[config.mk]
export PLATFORM = sky130hd
export DESIGN_NAME = seq_divider
export DESIGN_NICKNAME = d
export VERILOG_FILES = /design/src/rtl/seq_divider.sv
export SDC_FILE = /design/constraint.sdc
export NUM_CORES = 1
export LEC_CHECK = 0
export BUFFER_PORTS_ARGS = -buffer_cell sky130_fd_sc_hd__buf_2
export CORE_MARGIN = 2
export CORE_UTILIZATION = 35
export CTS_BUF_LIST = sky130_fd_sc_hd__clkbuf_8
export DETAILED_ROUTE_END_ITERATION = 12
export GPL_ROUTABILITY_DRIVEN = 0
export PLACE_DENSITY = 0.56
export SLEW_MARGIN = 20
export SYNTH_ARGS = -nofsm -noshare
export SYNTH_HDL_FRONTEND = slang
export SYNTH_SLANG_ARGS = --single-unit
[constraint.sdc]
create_clock -name clk -period 14.6 [get_ports clk]
set_clock_uncertainty 0.05 [all_clocks]
set_input_delay 1.46 -clock clk [delete_from_list [all_inputs] [get_ports clk]]
set_output_delay 1.46 -clock clk [all_outputs]
set_load 0.005 [all_outputs]
[src/rtl/seq_divider.sv]
// Iterative signed restoring divider: one quotient bit per clock, truncating toward zero.
// Answers a one-cycle data_rdy request with merchant/remainder and a one-cycle res_rdy pulse.
module seq_divider #(
    parameter int N = 32,
    parameter int M = 32
) (
    input  logic         clk,
    input  logic         rst,
    input  logic         data_rdy,
    input  logic [N-1:0] dividend,
    input  logic [M-1:0] divisor,
    output logic         busy,
    output logic         res_rdy,
    output logic [N-1:0] merchant,
    output logic [N-1:0] remainder,
    output logic         div_zero
);

    typedef enum logic [1:0] {
        IDLE = 2'd0,
        CALC = 2'd1,
        FIX  = 2'd2
    } state_t;

    localparam int            CW       = (N > 1) ? $clog2(N) : 1;
    localparam logic [CW-1:0] CNT_LAST = CW'(N - 1);

    state_t        state_q, state_d;
    logic [CW-1:0] cnt_q, cnt_d;
    logic [N-1:0]  rem_q, rem_d;
    logic [N-1:0]  quo_q, quo_d;
    logic [N-1:0]  dvs_q, dvs_d;
    logic          dnd_neg_q, dnd_neg_d;
    logic          dvs_neg_q, dvs_neg_d;
    logic          zero_q, zero_d;
    logic          busy_q, busy_d;
    logic          res_rdy_q, res_rdy_d;
    logic [N-1:0]  merchant_q, merchant_d;
    logic [N-1:0]  remainder_q, remainder_d;
    logic          div_zero_q, div_zero_d;

    logic [N-1:0]  divisor_ext;
    logic [N-1:0]  dividend_mag;
    logic [N-1:0]  divisor_mag;
    logic [N:0]    shifted;
    logic [N:0]    diff;

    // Magnitudes are unsigned N-bit values, so -2^(N-1) maps cleanly to 2^(N-1).
    assign divisor_ext  = N'($signed(divisor));
    assign dividend_mag = dividend[N-1] ? (~dividend + N'(1)) : dividend;
    assign divisor_mag  = divisor_ext[N-1] ? (~divisor_ext + N'(1)) : divisor_ext;

    // The partial remainder stays below |divisor|, so one extra bit holds the shifted value.
    assign shifted = {rem_q, quo_q[N-1]};
    assign diff    = shifted - {1'b0, dvs_q};

    always_comb begin
        state_d     = state_q;
        cnt_d       = cnt_q;
        rem_d       = rem_q;
        quo_d       = quo_q;
        dvs_d       = dvs_q;
        dnd_neg_d   = dnd_neg_q;
        dvs_neg_d   = dvs_neg_q;
        zero_d      = zero_q;
        busy_d      = busy_q;
        res_rdy_d   = 1'b0;
        merchant_d  = merchant_q;
        remainder_d = remainder_q;
        div_zero_d  = div_zero_q;

        case (state_q)
            IDLE: begin
                if (data_rdy) begin
                    dnd_neg_d = dividend[N-1];
                    dvs_neg_d = divisor_ext[N-1];
                    zero_d    = (divisor == '0);
                    quo_d     = dividend_mag;
                    dvs_d     = divisor_mag;
                    rem_d     = '0;
                    cnt_d     = '0;
                    busy_d    = 1'b1;
                    state_d   = CALC;
                end
            end
            CALC: begin
                if (!diff[N]) begin
                    rem_d = diff[N-1:0];
                end else begin
                    rem_d = shifted[N-1:0];
                end
                quo_d = {quo_q[N-2:0], ~diff[N]};
                cnt_d = cnt_q + CW'(1);
                if (cnt_q == CNT_LAST) begin
                    state_d = FIX;
                end
            end
            FIX: begin
                // A zero divisor leaves rem = |dividend|, so the sign fix restores the dividend.
                if (zero_q) begin
                    merchant_d = '1;
                end else if (dnd_neg_q ^ dvs_neg_q) begin
                    merchant_d = -quo_q;
                end else begin
                    merchant_d = quo_q;
                end
                remainder_d = dnd_neg_q ? -rem_q : rem_q;
                div_zero_d  = zero_q;
                res_rdy_d   = 1'b1;
                busy_d      = 1'b0;
                state_d     = IDLE;
            end
            default: begin
                busy_d  = 1'b0;
                state_d = IDLE;
            end
        endcase
    end

    always_ff @(posedge clk or posedge rst) begin
        if (rst) begin
            state_q     <= IDLE;
            cnt_q       <= '0;
            rem_q       <= '0;
            quo_q       <= '0;
            dvs_q       <= '0;
            dnd_neg_q   <= 1'b0;
            dvs_neg_q   <= 1'b0;
            zero_q      <= 1'b0;
            busy_q      <= 1'b0;
            res_rdy_q   <= 1'b0;
            merchant_q  <= '0;
            remainder_q <= '0;
            div_zero_q  <= 1'b0;
        end else begin
            state_q     <= state_d;
            cnt_q       <= cnt_d;
            rem_q       <= rem_d;
            quo_q       <= quo_d;
            dvs_q       <= dvs_d;
            dnd_neg_q   <= dnd_neg_d;
            dvs_neg_q   <= dvs_neg_d;
            zero_q      <= zero_d;
            busy_q      <= busy_d;
            res_rdy_q   <= res_rdy_d;
            merchant_q  <= merchant_d;
            remainder_q <= remainder_d;
            div_zero_q  <= div_zero_d;
        end
    end

    assign busy      = busy_q;
    assign res_rdy   = res_rdy_q;
    assign merchant  = merchant_q;
    assign remainder = remainder_q;
    assign div_zero  = div_zero_q;

endmodule
# Word-level counts from Yosys, hierarchy flattened
# Index checks and enable logic that the tools add are counted.
# word_totals
register_bits	173
in_bits	67
out_inout_bits	67
elab_cells	54
# classes
add_sub_neg	6
eq_ne	5
muxes	18
bitwise	5
reduce_logical	7
# ops
op	count
32-bit two-way mux	8
32-bit case mux with 2 select lines	2
32-bit by 1-bit adder with 32-bit output (second input constant)	2
32-bit negation	2
32-bit NOT	2
33-bit by 32-bit subtractor with 33-bit output	1
32-bit zero test	1
5-bit case mux with 2 select lines	1
2-bit AND reduction	4
5-bit by 1-bit adder with 5-bit output (second input constant)	1
5-bit equality test (second input constant)	1
5-bit two-way mux	1
2-bit two-way mux	2
2-bit != test (second input constant)	2
2-bit case mux with 2 select lines	1
2-bit by 1-bit equality test with 1-bit output (second input constant)	1
2-bit equality test (second input constant)	1
2-bit zero test	1
1-bit two-way mux	2
1-bit NOT	2
1-bit case mux with 2 select lines	1
2-bit nonzero test	1
1-bit XOR	1

# Logic depth before layout (Yosys ltp)
# Gate-level depths: netlist (run 1).
# depth
word_depth	5
ltp_mapped	13
depth_no_buf	12

# Worst setup path before layout (run 1)
# OpenSTA, ideal clock, no wires.
# synth_timing
path_type	input port to flip-flop
from	in divisor[6]
to	reg dvs_q[28]
setup_ns	0.133
t_arrival_ns	3.584
required_ns	14.417
setup_slack_ns	10.832
stages	9
n_path_buf	0
cell_sequence	or4_1 > or4_1 > nand2b_1 > nand2b_4 > nand2b_1 > nand2b_4 > o31ai_1 > xor2_1 > o21ai_0
# synth_between
elab_chain_len	3
# synth_rtl
element	line	text
start, declared	11	input logic [M-1:0] divisor,
32-bit NOT	51	assign divisor_mag = divisor_ext[N-1] ? (~divisor_ext + N'(1)) : divisor_ext;
32-bit by 1-bit adder with 32-bit output	51	
32-bit two-way mux	51	
end signal, assigned	140	dvs_q <= dvs_d;
end, declared	32	logic [N-1:0] dvs_q, dvs_d;
# Every way passes these cells.
# A chain may end at the register's enable or synchronous reset.

# Worst setup path after layout (run 1)
# layout_timing
from	reg rem_q[4]
to	reg rem_q[17]
# layout_between
elab_chain_len	3
# layout_rtl
element	line	text
start, declared	30	logic [N-1:0] rem_q, rem_d;
start signal, assigned	138	rem_q <= rem_d;
33-bit by 32-bit subtractor with 33-bit output	55	assign diff = shifted - {1'b0, dvs_q};
32-bit two-way mux	87	if (!diff[N]) begin
32-bit case mux with 2 select lines	72	case (state_q)
# Every way passes these cells.

==> results of run 1 <==
power breakdown:
group / internal [mW] / total [mW] / switching, mW
Sequential: 0.659 / 0.890 / 0.230
Combinational: 0.742 / 1.73 / 0.985
Clock: 0.140 / 0.326 / 0.186
Total: 1.54 / 2.94 / 1.40
per-layer routing:
metal	part of all wire	GRT usage	routed length [um]
met1	0.53	0.2863	15760
met2	0.42	0.2670	12310
met5	0	0	0
met3	0.042	0.02647	1235
met4	0.0098	0.04780	289
cells in the mapped netlist (all sizes together), types with 8 or more instances:
library cell and instances:
clkbuf 69, or3 15, o31ai 29, nor4 13, nand4 11, or4 13, inv 54, nor2 83
xor2 94, nand2 160, a32oi 11, o21ai 165, mux2i 16, ha 38, xnor2 54, a21oi 104
o22ai 18, nor3 8, a22oi 21, o41ai 18, nand3 16, dfrtp 173, nand2b 28
cells by family (layout without fill, tap and decap cells):
group                      Yosys count  in the layout  share of synthesized area
and+or+nand+nor                    368            368                     0.1596
adders and majority gates           39             39                    0.04492
AOI/OAI and AO/OA                  414            414                     0.2260
DFF                                173            173                     0.3925
xor gates and xnor gates           148            148                     0.1175
buffers and inverters              128            231                    0.04492
muxes                               16             16                    0.01452
sequential cells by signal (all words and copies together), names as in the netlist:
signal	flops
res_rdy	1
zero_q	1
merchant	32
dvs_neg_q	1
quo_q	32
dnd_neg_q	1
busy	1
state_q	2
remainder	32
rem_q	32
dvs_q	32
cnt_q	5
div_zero	1
how the worst min path moves through the flow:
stage                             start             to
after global placement      merchant[0]    merchant[0]
after detailed placement       div_zero       div_zero
after CTS                      div_zero       div_zero
after floorplan               dvs_q[31]      dvs_q[31]
after global routing      remainder[21]  remainder[21]
final                          div_zero       div_zero
layout make-up:
type                       instances  area, um^2  area share
clock buffer                      18       247.7     0.01997
timing repair buffer             143       740.7     0.05971
sequential                       173        4329      0.3490
multi-input combinational        985        6255      0.5042
inverter                          56       217.7     0.01755
clock inverter                    14       120.1    0.009682
tap                              396       495.5     0.03994
placed cells by master, fill, tap and decap left out, drive strengths merged, types with 15 or more instances in the layout:
cell type / netlist / final
nor2: 83 / 83
xor2: 94 / 94
dfrtp: 173 / 173
xnor2: 54 / 54
or3: 15 / 15
clkbuf: 69 / 18
inv: 54 / 59
ha: 38 / 38
nand3: 16 / 16
buf: 3 / 143
o22ai: 18 / 18
o21ai: 165 / 165
o41ai: 18 / 18
o31ai: 29 / 29
mux2i: 16 / 16
a22oi: 21 / 21
nand2: 160 / 160
a21oi: 104 / 104
nand2b: 28 / 28
through the flow:
| stage | setup WS (ns) | cells | cell area [um^2] | power (mW) |
|---|---|---|---|---|
| floorplan | 8.402 | 1286 | 11030 | 2.181 |
| global placement | 10.45 | 1753 | 12030 | 2.589 |
| detailed placement | 10.30 | 1753 | 12030 | 2.615 |
| CTS | 10.73 | 1785 | 12400 | 2.952 |
| global route | 10.29 | 1785 | 12410 | 3.247 |
| finish | 10.69 | 1785 | 12410 | 2.943 |
tightest hold or removal path, cell delays in order (launching register included):
cell	delay, ns
dfrtp_1	0.35
nand2_1	0.05
nand2_1	0.05
==> qor.csv, run 1 <==
stage;metric;value;unit
timing;FMAX;255.8;MHz
yosys;syn_area_per_cell;8.576;um^2
cts;post-CTS sizing;0;
routing;drt wl/cell;16.58;um
yosys;Yosys warning count;0;
min_path;hold crit path type;register to register;
cts;sinks on the clock net;173;
yosys;#FFs+latches synth;173;
global_routing;first-pass GRT wire length;49230;um
routing;first drt pass iteration count;5;
critical_path;startpoint types;register;
critical_path;CP max-delay cell;a211oi_1;
cts;CTS Hold Bufs;0;
min_path;WHS Path Cells;2;
critical_path;Critical R2R Launch;rem_q[4];
job;max_cap viols;0;
yosys;Post-synth ARST share;1.000;
routing;vias per std cell;5.257;
critical_path;Worst Path Max Fanout;18;
critical_path;Crit path max-delay family;compound AO/OA/AOI/OAI gates;
yosys;number of synthesized flops with an enable pin;0;
routing;Post-Route WL;29600;um
yosys;post-synth net total;1392;
timing;Final TNS setup;0;ns
critical_path;CP Capture Point;rem_q[17];
yosys;area of the mapped netlist;0.01103;mm^2
timing;final worst-path cycle share;0.2677;
cts;Clk Latency, worst-skew pair;0.48;ns
critical_path;reg2reg setup slack;10.69;ns
cts;CTS clk-pin slew, worst paths;0.10;ns
die;cell row count;64;
cts;htree depth;4;
critical_path;Worst Path Arrival;4.21;ns
place;Final HPWL DP;22000;um
cts;CTS tree;yes;
critical_path;cell chain of the critical path;ha_1 > a2111o_1 > o211ai_1 > nand2_1 > a211oi_1 > xor2_1 > buf_4 > nor2_1 > a21oi_1 > o21ai_0;
routing;Post-DRT Antenna Nets;0;
routing;DR vias;9383;
global_routing;vias in the first global route;9137;
layout;Layout area overhead;12.48;%
cts;clock buffer depth;2;
yosys;Synth top area share;0.3925;
layout;share of layout cells above drive strength 1;0.1476;
timing;Final Setup Violations;0;
critical_path;stages on the worst setup path;10;
yosys;Synth area leaders;dfrtp_1 39%, xor2_1 7.5%, o21ai_0 7.2%;
cts;Post-CTS Setup Inserts;0;
die;I/O Pins;134;
die;Starting Density;0.3578;
global_routing;total track usage;0.1849;
pwr;Peak supply drop;83.67;uV
yosys;Main synth FF type;dfrtp_1;
timing;hold slack;0.4238;ns
layout;nets@finish;1482;
pwr;Leakage;5.628;nW
place;I/O Buffers;133;
cts;Clock Tree Root;clkbuf_8;
routing;First DRT Iteration DRCs;642;
routing;DRC;0;
outcome;status;finished clean;
global_routing;GR Overflow Total;0;
critical_path;critical path required time;14.91;ns
pwr;Pwr Density;237.2;mW/mm^2
layout;Final Util;0.4024;
timing;RSZ-0062 raised after global routing;no;
die;Die Height;181.5;um
critical_path;CP max stage delay;0.71;ns
die;Core ar.;0.03083;mm^2
global_routing;initial antenna violation count;0;
layout;fillers;3172;
critical_path;crit path launch;rem_q[4];
yosys;synth unique cells;59;
critical_path;Worst Reg-to-Reg Cells;10;
critical_path;CP endpoint kind;register;
timing;Slew @ Worst Pin;1.003;ns
timing;max-slew violation count;0;
yosys;largest area contributor in the netlist;dfrtp_1;
timing;Relative slew margins;0.3314;
die;die area;0.03295;mm^2
yosys;post-synthesis sequential area ratio;0.3925;
layout;Ant. Diodes;0;
global_routing;largest net degree at the start of global routing;116;
die;Chip Width;181.5;um
critical_path;CP Buf/Inv Count;1;
cts;cts bufs inserted;17;
critical_path;RR Endpoint;rem_q[17];
timing;Hold Violations, Final;0;
critical_path;critical path class;register to register;
yosys;post-synthesis cell count;1286;
timing;min Tclk post-route;3.909;ns
No activity file was read; power rests on OpenSTA's default activity.
==> run 2, diff against run 1 <==
clock period = 3.7 ns   (was 14.6 ns; I/O delays follow)
==> run 2 against run 1 <==
  * Hold slack got worse by 0.35 ns
  * Highest routed layer unchanged
  * Utilization rose by 0.79 points
  * Global-route usage rose by 0.099 points
  * First-iteration DRC count rose by 20%
  * Largest power group unchanged
  * Wire length rose by 1.2%
  * Critical path depth rose by 2
  * Via count rose by 0.92%
  * Die area did not move
  * Sequential power rose to 3.9 times the previous value
==> qor.csv, run 2 (synthesis results as in run 1) <==
stage;metric;value;unit
min_path;hold crit path type;input pin to register;
routing;First DRT Iteration DRCs;773;
layout;commonest non-fill, non-tap cell in the layout;dfrtp_1;
die;Chip Width;181.5;um
layout;share of layout cells above drive strength 1;0.1585;
min_path;hold wc startpoint;divisor[30];
critical_path;critical path class;register to register;
critical_path;Worst Path Arrival;3.71;ns
die;I/O Pins;134;
timing;Final Setup Violations;0;
layout;Ant. Diodes;0;
pwr;Pwr Density;952.1;mW/mm^2
layout;area of the multi-input gates;0.006247;mm^2
layout;nets@finish;1500;
critical_path;Top cell by count, worst path;o21ai_0;
global_routing;GR Overflow Total;0;
routing;Post-Route WL;29950;um
die;die area;0.03295;mm^2
routing;drt wl/cell;16.61;um
critical_path;Critical R2R Launch;quo_q[31];
timing;hold slack;0.07166;ns
critical_path;startpoint types;register;
pwr;Leakage;5.739;nW
cts;post-CTS sizing;0;
routing;DRC;0;
cts;cts bufs inserted;17;
routing;DR vias;9469;
cts;htree depth;4;
layout;Layout area overhead;14.68;%
layout;sequential cell area;0.004329;mm^2
die;Starting Density;0.3578;
routing;Post-DRT Antenna Nets;0;
layout;commonest cells after routing, fill and taps aside;173 x dfrtp_1, 159 x nand2_1, 158 x o21ai_0;
timing;Final TNS setup;0;ns
routing;vias per std cell;5.252;
global_routing;total track usage;0.1859;
cts;sinks on the clock net;173;
global_routing;largest net degree at the start of global routing;68;
global_routing;vias in the first global route;9227;
cts;Clock Tree Root;clkbuf_8;
cts;CTS tree;yes;
die;Die Height;181.5;um
die;cell row count;64;
timing;FMAX;296.7;MHz
critical_path;critical path required time;4.04;ns
global_routing;initial antenna violation count;0;
timing;Hold Violations, Final;0;
critical_path;CP max-delay cell;o21ai_0;
global_routing;first-pass GRT wire length;49610;um
critical_path;crit path launch;quo_q[31];
cts;clock buffer depth;2;
layout;fillers;3138;
job;max_cap viols;0;
die;Core ar.;0.03083;mm^2
layout;design area;0.01265;mm^2
timing;max-slew violation count;0;
critical_path;Worst Path Max Fanout;4;
pwr;total power;12.04;mW
cts;CTS clk-pin slew, worst paths;0.10;ns
timing;Relative slew margins;0.3124;
timing;final worst-path cycle share;0.9111;
timing;Slew @ Worst Pin;1.022;ns
layout;Final Util;0.4103;
critical_path;CP max stage delay;0.51;ns
critical_path;CP endpoint kind;register;
place;Final HPWL DP;22380;um
place;I/O Buffers;133;
critical_path;cell chain of the critical path;inv_1 > ha_1 > fa_1 > nand2b_1 > a21oi_1 > o21ai_0 > o21ai_0 > a221o_1 > a21oi_1 > xnor2_1 > mux2i_1 > o21ai_0;
outcome;status;finished clean;
timing;min Tclk post-route;3.371;ns
place;dpl cell area;0.01218;mm^2
pwr;Peak supply drop;434.4;uV
cts;Clk Latency, worst-skew pair;0.48;ns
timing;RSZ-0062 raised after global routing;no;
routing;first drt pass iteration count;5;
-- run 2: final cells by class --
cell class | instances | area share
multi-input cells | 985 | 0.4939
flip-flops and latches | 173 | 0.3423
repair buffers | 161 | 0.07340
well taps | 396 | 0.03917
clock buffers | 17 | 0.01850
inverters | 56 | 0.01692
clock inverters | 15 | 0.01583
-- run 2: stage by stage --
stage / worst slack (ns) / std cells
floorplan: 0.7977 / 1286
global placement: 0.3144 / 1769
detailed placement: 0.3886 / 1769
CTS: 0.3464 / 1801
global route: 0.1647 / 1803
finish: 0.3290 / 1803
-- run 2: path summary, 6_finish.rpt --
| check | to | slack, ns | depth (start not counted) |
|---|---|---|---|
| max in group asynchronous | dvs_q[20] | 2.30 | 5 |
| min in group asynchronous | quo_q[3] | 0.42 | 3 |
| worst min register to register | merchant[0] | 0.42 | 2 |
| worst max-delay path | rem_q[14] | 0.33 | 12 |
| worst max register to register | rem_q[14] | 0.33 | 12 |
| worst min-delay path | dvs_q[31] | 0.07 | 2 |
-- run 2: timing repair --
item                       4_1_cts  5_1_grt
hold buffers                     0        1
setup endpoints to repair        0        0
hold endpoints to repair         0       20
setup buffers                    0        0
-- run 2: worst max-delay path: cells and delay by family, from the launching register on --
family	cells	cell delay, ns
AND/OR/NAND/NOR	1	0.20
XOR/XNOR	1	0.14
multiplexers	1	0.08
flip-flops	1	0.43
AO/OA/AOI/OAI	6	1.60
adder cells (fa/ha/maj)	2	0.64
buffers and inverters	1	0.13
-- run 2: routing by layer --
metal,global-route usage,up-vias,part of all wire
met5,0,-,0
met4,0.04585,0,0.011
met3,0.03209,23,0.044
met2,0.2665,208,0.41
met1,0.2870,4469,0.53
li1,-,4769,-
-- run 2: where the power goes --
group / leakage (nW) / total, mW / internal [mW] / switching [mW]
sequential: 2.21 / 3.43 / 2.60 / 0.825
combinational: 3.32 / 7.13 / 3.07 / 4.06
clock: 0.207 / 1.49 / 0.692 / 0.797
total: 5.74 / 12.0 / 6.37 / 5.68
